### config.mk
export PLATFORM = sky130hd
export DESIGN_NAME = serial_adder
export DESIGN_NICKNAME = d
export VERILOG_FILES = /design/src/rtl/combo_pkg.sv /design/src/rtl/full_adder_bit.sv /design/src/rtl/serial_adder.sv
export SDC_FILE = /design/constraint.sdc
export NUM_CORES = 1
export LEC_CHECK = 0
export BUFFER_PORTS_ARGS = -buffer_cell sky130_fd_sc_hd__buf_2
export CAP_MARGIN = 25
export CORE_MARGIN = 2
export CORE_UTILIZATION = 48
export CTS_CLUSTER_SIZE = 25
export DETAILED_ROUTE_END_ITERATION = 10
export GPL_TIMING_DRIVEN = 0
export MAX_ROUTING_LAYER = met4
export PLACE_DENSITY = 0.75
export SLEW_MARGIN = 20
export SYNTH_ARGS = -nofsm -noshare
export SYNTH_HDL_FRONTEND = slang
export SYNTH_SLANG_ARGS = --single-unit
### constraint.sdc
create_clock -name clk -period 1.4 [get_ports clk]
set_input_delay 0.07 -clock clk [delete_from_list [all_inputs] [get_ports clk]]
set_output_delay 0.07 -clock clk [all_outputs]
set_load 0.01 [all_outputs]
### src/rtl/combo_pkg.sv
// Shared types and full-adder helpers for the bit-serial arithmetic cells.
package combo_pkg;

  typedef enum logic [1:0] {S_IDLE, S_RUN, S_DONE} sadd_state_t;

  function automatic logic fa_sum(input logic a, input logic b, input logic ci);
    return a ^ b ^ ci;
  endfunction

  function automatic logic fa_carry(input logic a, input logic b, input logic ci);
    return (a & b) | (a & ci) | (b & ci);
  endfunction

endpackage

### src/rtl/full_adder_bit.sv
// Combinational single-bit full adder; the only arithmetic in serial_adder.
module full_adder_bit
  import combo_pkg::*;
(
  input  logic a_i,
  input  logic b_i,
  input  logic ci_i,
  output logic s_o,
  output logic co_o
);

  assign s_o  = fa_sum(a_i, b_i, ci_i);
  assign co_o = fa_carry(a_i, b_i, ci_i);

endmodule

### src/rtl/serial_adder.sv
// Bit-serial adder, LSB first, one bit per clock with start/done handshake.
// Define SERIAL_ADDER_OVF_EN to add the registered signed-overflow output ovf.
module serial_adder
  import combo_pkg::*;
#(
  parameter int unsigned WIDTH = 8
) (
  input  logic             clk,
  input  logic             rst,
  input  logic             start_valid,
  output logic             start_ready,
  input  logic [WIDTH-1:0] a_in,
  input  logic [WIDTH-1:0] b_in,
  input  logic             cin,
  output logic [WIDTH-1:0] sum,
  output logic             cout,
  output logic             done,
  output logic             busy
`ifdef SERIAL_ADDER_OVF_EN
  ,
  output logic             ovf
`endif
);

  localparam int unsigned CNT_W = (WIDTH > 1) ? $clog2(WIDTH) : 1;
  localparam logic [CNT_W-1:0] CNT_LAST = CNT_W'(WIDTH - 1);

  sadd_state_t      state_q, state_d;
  logic [CNT_W-1:0] cnt_q, cnt_d;
  logic             carry_q, carry_d;
  logic [WIDTH-1:0] a_q, a_d, b_q, b_d, acc_q, acc_d;
  logic [WIDTH-1:0] sum_q, sum_d;
  logic             cout_q, cout_d;
  logic [WIDTH-1:0] acc_sh;
  logic             fa_s, fa_co;
`ifdef SERIAL_ADDER_OVF_EN
  logic             ovf_q, ovf_d;
`endif

  full_adder_bit u_fa (
    .a_i  (a_q[0]),
    .b_i  (b_q[0]),
    .ci_i (carry_q),
    .s_o  (fa_s),
    .co_o (fa_co)
  );

  // New bit enters at the MSB; after WIDTH shifts bit 0 holds the first result bit.
  assign acc_sh = WIDTH'({fa_s, acc_q} >> 1);

  always_comb begin
    state_d = state_q;
    cnt_d   = cnt_q;
    carry_d = carry_q;
    a_d     = a_q;
    b_d     = b_q;
    acc_d   = acc_q;
    sum_d   = sum_q;
    cout_d  = cout_q;
`ifdef SERIAL_ADDER_OVF_EN
    ovf_d   = ovf_q;
`endif
    case (state_q)
      S_IDLE: begin
        if (start_valid) begin
          a_d     = a_in;
          b_d     = b_in;
          carry_d = cin;
          cnt_d   = '0;
          state_d = S_RUN;
        end
      end
      S_RUN: begin
        carry_d = fa_co;
        a_d     = a_q >> 1;
        b_d     = b_q >> 1;
        acc_d   = acc_sh;
        if (cnt_q == CNT_LAST) begin
          sum_d   = acc_sh;
          cout_d  = fa_co;
`ifdef SERIAL_ADDER_OVF_EN
          ovf_d   = carry_q ^ fa_co;
`endif
          state_d = S_DONE;
        end else begin
          cnt_d = cnt_q + 1'b1;
        end
      end
      S_DONE:  state_d = S_IDLE;
      default: state_d = S_IDLE;
    endcase
  end

  always_ff @(posedge clk or posedge rst) begin
    if (rst) begin
      state_q <= S_IDLE;
      cnt_q   <= '0;
      carry_q <= 1'b0;
      sum_q   <= '0;
      cout_q  <= 1'b0;
    end else begin
      state_q <= state_d;
      cnt_q   <= cnt_d;
      carry_q <= carry_d;
      sum_q   <= sum_d;
      cout_q  <= cout_d;
    end
  end

  // Operand and partial-sum shift registers need no reset: only read in RUN.
  always_ff @(posedge clk) begin
    a_q   <= a_d;
    b_q   <= b_d;
    acc_q <= acc_d;
  end

`ifdef SERIAL_ADDER_OVF_EN
  always_ff @(posedge clk or posedge rst) begin
    if (rst) ovf_q <= 1'b0;
    else     ovf_q <= ovf_d;
  end

  assign ovf = ovf_q;
`endif

  assign start_ready = (state_q == S_IDLE);
  assign busy        = (state_q != S_IDLE);
  assign done        = (state_q == S_DONE);
  assign sum         = sum_q;
  assign cout        = cout_q;

endmodule
==> out/metrics.csv, run 1 <==
metric,value,unit
Util after Layout,63.9,%
RR Endpoint,a_q[6]$_DFFE_PP_,
die area,0.00393,mm^2
Worst Hold Path Cells,3,
Initial DRC Count,47,
synth warn,0,
CP arrival,1.54,ns
fin cells,190,
vias in the first global route,977,
"most common cell after layout, fill and taps aside",buf_2,
post-synthesis sequential area ratio,64.4,%
final hold vios,0,
share of cells above drive strength 1,60.4,%
starting density of the core,49.6,%
Via density,4.88,
H-tree levels,2,
Post-Place Cells,170,
final setup margin,-0.0461,ns
critical path type,reg2reg,
# DRC,0,
fin nets,166,
Peak VDD IR,0.978,mV
syn nets,116,
Slew @ Worst Pin,0.585,ns
achievable frequency,692,MHz
CTS tree,yes,
DIE HEIGHT,62.7,um
Num CTS Buffers,5,
Hold Path End,state_q[0]$_DFFE_PP0P_,
Area Overhead vs Synth,28.9,%
drt first pass iters,3,
Synth area leader,edfxtp_1,
initial antenna violation count,0,
RSZ-0062 raised after global routing,yes,
Mapped Area,0.00166,mm^2
reg-to-reg startpoint,state_q[1]$_DFFE_PP0P_,
Fin Setup TNS,-0.488,ns
Synth Instances,93,
Slew headroom,61.0,%
worst r2r path cells,4,
failing checks,setup timing,
most frequent cells in the layout,"buf_2, edfxtp_1, mux2_4",
Register Area,0.00107,mm^2
Critical Path Start Type,register,
RD Place Congestion,0.784,
worst skew pair latency,0.33,ns
clock slew at reported path FFs,0.11,ns
gr usage total,15.2,%
filler instances,257,
Final Critical Period,1.45,ns
path type of the worst min-delay path,in2reg,
hold path start,start_valid,
# setup viols final,12,
"Slew Viols, Final",0,
Worst Setup End Kind,register,
IO buf count,31,
Synth top area share,41.7,%
footprint of the multi-input gates,604,um^2
post-synth cell types,20,
Leak,0.999,nW
Rows,21,
grt total ovfl,0,
IO Pins,32,
ant diodes,0,
via count,928,
status,finished with violations,
Crit Path Max Fanout,8,
Crit path required time,1.49,ns
clock buffer depth,2,
DP HPWL,1780,um
clk sinks,38,
standard cell core area,0.00334,mm^2
fin crit share,103,%
first-pass GRT wire length,4450,um
WL final,2690,um
worst reg-to-reg setup slack,-0.05,ns
clock root buffer master,clkbuf_4,
drt wl/cell,14.2,um
Seq cells post-synth,38,
"Avg Cell Area, Syn",17.8,um^2
power per cell area,2290,mW/mm^2
largest net degree at the start of global routing,17,
die width,62.7,um
Antenna Violating Nets Remaining,0,
"top cells by area, synth","edfxtp_1, dfrtp_1, mux2_4",
Max Clock Skew,0.00721,ns
max-cap violation count,0,
==> worst max-delay path by stage <==
stage,start,to,slack [ns],cells past startpoint
final,state_q[1]$_DFFE_PP0P_,a_q[6]$_DFFE_PP_,-0.05,4
after global routing,state_q[1]$_DFFE_PP0P_,a_q[4]$_DFFE_PP_,-0.08,4
after CTS,state_q[0]$_DFFE_PP0P_,b_q[6]$_DFFE_PP_,-0.06,5
after detailed placement,state_q[0]$_DFFE_PP0P_,a_q[4]$_DFFE_PP_,-0.14,4
after global placement,state_q[0]$_DFFE_PP0P_,a_q[5]$_DFFE_PP_,-0.11,4
after floorplan,state_q[0]$_DFFE_PP0P_,a_q[0]$_DFFE_PP_,-0.04,5
==> cell usage after synthesis (all sizes together) <==
library cell / count
nand2: 2
buf: 3
nor2: 4
ha: 2
dfrtp: 15
a22oi: 1
or2: 1
mux2i: 1
edfxtp: 23
a22o: 5
mux2: 24
fa: 1
a21oi: 1
and4bb: 1
nor2b: 4
inv: 5
==> through the flow <==
stage / hold WS [ns] / instance area, um^2 / power, W / setup WS (ns)
after floorplan: -0.0285 / 1670 / 0.00348 / -0.0356
after CTS: 0.00806 / 2090 / 0.00488 / -0.0598
final: 0.0194 / 2130 / 0.00488 / -0.0461
after global routing: 0.0118 / 2130 / 0.00520 / -0.0772
after global placement: 0.144 / 1880 / 0.00382 / -0.112
after detailed placement: 0.158 / 1880 / 0.00393 / -0.140
==> where the power goes <==
| group | switching [W] | leakage, nW | internal [W] |
|---|---|---|---|
| clock | 0.000341 | 0.0286 | 0.000187 |
| sequential | 0.000264 | 0.424 | 0.00192 |
| combinational | 0.000830 | 0.546 | 0.00134 |
| total | 0.00143 | 0.999 | 0.00344 |
==> state kept, by name, summed over array words and instances, names as in the netlist <==
| name | count |
|---|---|
| cout | 1 |
| state_q | 2 |
| sum | 8 |
| b_q | 8 |
| acc_q | 7 |
| a_q | 8 |
| carry_q | 1 |
| cnt_q | 3 |
==> worst max-delay path, cell delays in order (launching register included) <==
cell and delay, ns:
dfrtp_2 0.48, nor2b_4 0.17, buf_12 0.13, buf_12 0.13, mux2_4 0.29
==> kinds of logic after synthesis <==
family                   count (synthesis)  share of synthesized area [%]
AO/OA/AOI/OAI                            7                           3.40
adder cells (fa/ha/maj)                  3                           2.72
buffers and inverters                    8                           3.70
flip-flops                              38                           64.4
multiplexers                            25                           20.3
AND/OR/NAND/NOR                         12                           5.44
==> layout make-up <==
| class | count | area share [%] |
|---|---|---|
| inverter | 5 | 1.06 |
| sequential | 38 | 50.0 |
| clock inverter | 3 | 0.762 |
| tap | 46 | 2.70 |
| timing repair buffer | 42 | 13.0 |
| clock buffer | 5 | 1.76 |
| buffer | 3 | 2.40 |
| multi-input combinational | 48 | 28.3 |
==> metal layers <==
metal / routed length [um] / part of all wire (%) / vias up / track usage [%]
met5: 0 / 0 / - / -
met4: 21 / 0.78 / 0 / 4.44
met3: 114 / 4.2 / 2 / 4.86
met2: 1450 / 54 / 27 / 26.5
met1: 1100 / 41 / 455 / 16.5
li1: - / - / 444 / -
==> repair_timing <==
item | 4_1_cts | 5_1_grt
setup endpoints to repair | 35 | 50
buffers inserted | 8 | 2
gates resized for setup | 9 | 10
hold buffers | 1 | 0
hold endpoints to repair | 15 | 0
pin swaps | 1 | 1
gates cloned | 1 | 1
(Power assumes the default switching activity.)
==> run 2, diff against run 1 <==
Settings changed: TNS_END_PERCENT from default to 20.
==> out/metrics.csv, run 2 (synthesis results as in run 1) <==
metric,value,unit
drt first pass iters,3,
IO Pins,32,
Clk network pwr share,17.6,%
Via density,4.88,
vias in the first global route,966,
# DRC,0,
grt total ovfl,0,
Slew headroom,60.2,%
final hold vios,0,
pre-CTS setup slack,-0.196,ns
Slew @ Worst Pin,0.596,ns
Fin Setup TNS,-0.583,ns
Final Critical Period,1.48,ns
clock slew at reported path FFs,0.12,ns
RSZ-0062 raised after global routing,yes,
clock root buffer master,clkbuf_4,
status,finished with violations,
clock buffer depth,2,
design area,0.00224,mm^2
Num CTS Buffers,5,
max-cap violation count,0,
Area Overhead vs Synth,35.3,%
NetSw,0.00149,W
die area,0.00393,mm^2
IO buf count,31,
share of cells above drive strength 1,62.4,%
Max Clock Skew,0.0118,ns
ant diodes,0,
Critical Path Start Type,register,
clk sinks,38,
"most common cell after layout, fill and taps aside",buf_2,
Crit path required time,1.50,ns
fin crit share,105,%
filler instances,253,
RD Place Congestion,0.683,
starting density of the core,49.6,%
initial antenna violation count,0,
Leak,1.07,nW
WL final,3000,um
CP arrival,1.57,ns
# setup viols final,17,
Initial DRC Count,27,
Internal Power,0.00399,W
critical path type,reg2reg,
Util after Layout,67.1,%
path type of the worst min-delay path,in2reg,
DP HPWL,1820,um
Rows,21,
via count,952,
power per cell area,2450,mW/mm^2
fin nets,171,
Post-DP Area,0.00187,mm^2
Worst Setup End Kind,register,
Peak VDD IR,1.26,mV
Antenna Violating Nets Remaining,0,
DIE HEIGHT,62.7,um
gr usage total,16.1,%
CTS tree,yes,
most frequent cells in the layout,"buf_2, edfxtp_1, mux2_4",
switch share,27.2,%
"Slew Viols, Final",0,
Sequential Power Share,39.9,%
worst skew pair latency,0.34,ns
combinational share of power,42.6,%
drt wl/cell,15.4,um
largest net degree at the start of global routing,16,
total chip power,0.00548,W
H-tree levels,2,
Crit Path Max Fanout,6,
standard cell core area,0.00334,mm^2
failing checks,setup timing,
achievable frequency,677,MHz
first-pass GRT wire length,4550,um
final setup margin,-0.0769,ns
die width,62.7,um
-- run 2: changes by cell type in the layout (fill, tap and decap cells not counted), sizes merged --
cell,previous run,this run
clkinvlp,2,1
nand2,3,2
buf,44,48
bufinv,0,2
clkbuf,5,8
clkinv,2,0
-- run 2: power groups by stage --
| stage | Sequential (W) | Clock, W | Combinational [W] |
|---|---|---|---|
| after floorplan | 0.00219 | 0 | 0.00126 |
| after CTS | 0.00220 | 0.000987 | 0.00194 |
| after global routing | 0.00225 | 0.00104 | 0.00253 |
| after detailed placement | 0.00221 | 0 | 0.00170 |
| final | 0.00218 | 0.000963 | 0.00233 |
| after global placement | 0.00217 | 0 | 0.00162 |
-- run 2: worst paths after layout --
path | startpoint | endpoint | slack, ns | cells after the start
worst max-delay path | state_q[0]$_DFFE_PP0P_ | b_q[6]$_DFFE_PP_ | -0.08 | 5
worst min-delay path | start_valid | state_q[0]$_DFFE_PP0P_ | 0.009 | 3
worst max register to register | state_q[0]$_DFFE_PP0P_ | b_q[6]$_DFFE_PP_ | -0.08 | 5
worst min register to register | acc_q[7]$_DFFE_PP_ | acc_q[6]$_DFFE_PP_ | 0.46 | 0
max in group asynchronous | rst | state_q[1]$_DFFE_PP0P_ | 0.66 | 3
min in group asynchronous | rst | sum[0]$_DFFE_PP0P_ | 0.32 | 3
-- run 2: layer usage --
layer | GRT usage [%] | vias to the layer above | part of all wire (%)
li1 | - | 452 | -
met1 | 18.2 | 465 | 41
met2 | 26.3 | 30 | 53
met3 | 5.95 | 5 | 4.8
met4 | 5.83 | 0 | 1.6
met5 | - | - | 0
-- run 2: per-stage QoR --
stage,hold slack [ns],instances
floorplan,-0.0285,93
global placement,0.145,170
detailed placement,0.165,170
CTS,0.00117,184
global route,0.000601,195
finish,0.00943,195
-- run 2: cell type report --
cell class	instances	area (um^2)	area share (%)
Multi-Input combinational cell	47	586	26.1
Sequential cell	38	1070	47.7
Clock buffer	6	51.3	2.29
Clock inverter	2	60.1	2.68
Buffer	3	51.3	2.29
Timing Repair Buffer	48	344	15.4
Tap cell	46	57.6	2.57
Inverter	5	22.5	1.01
-- run 2: timing repair --
| action | in CTS | in global routing |
|---|---|---|
| gates resized for setup | 10 | 10 |
| pin swaps | 0 | 2 |
| cloned | 0 | 2 |
| hold endpoints to repair | 15 | 0 |
| setup endpoints to repair | 35 | 45 |
| setup buffers | 5 | 9 |
| hold buffers | 1 | 0 |
-- run 2: worst max-delay path: stages (launching register included) --
cell and delay (ns):
dfrtp_1 0.36, buf_6 0.11, nor2b_4 0.20, buf_12 0.15, buf_12 0.12, mux2_4 0.29
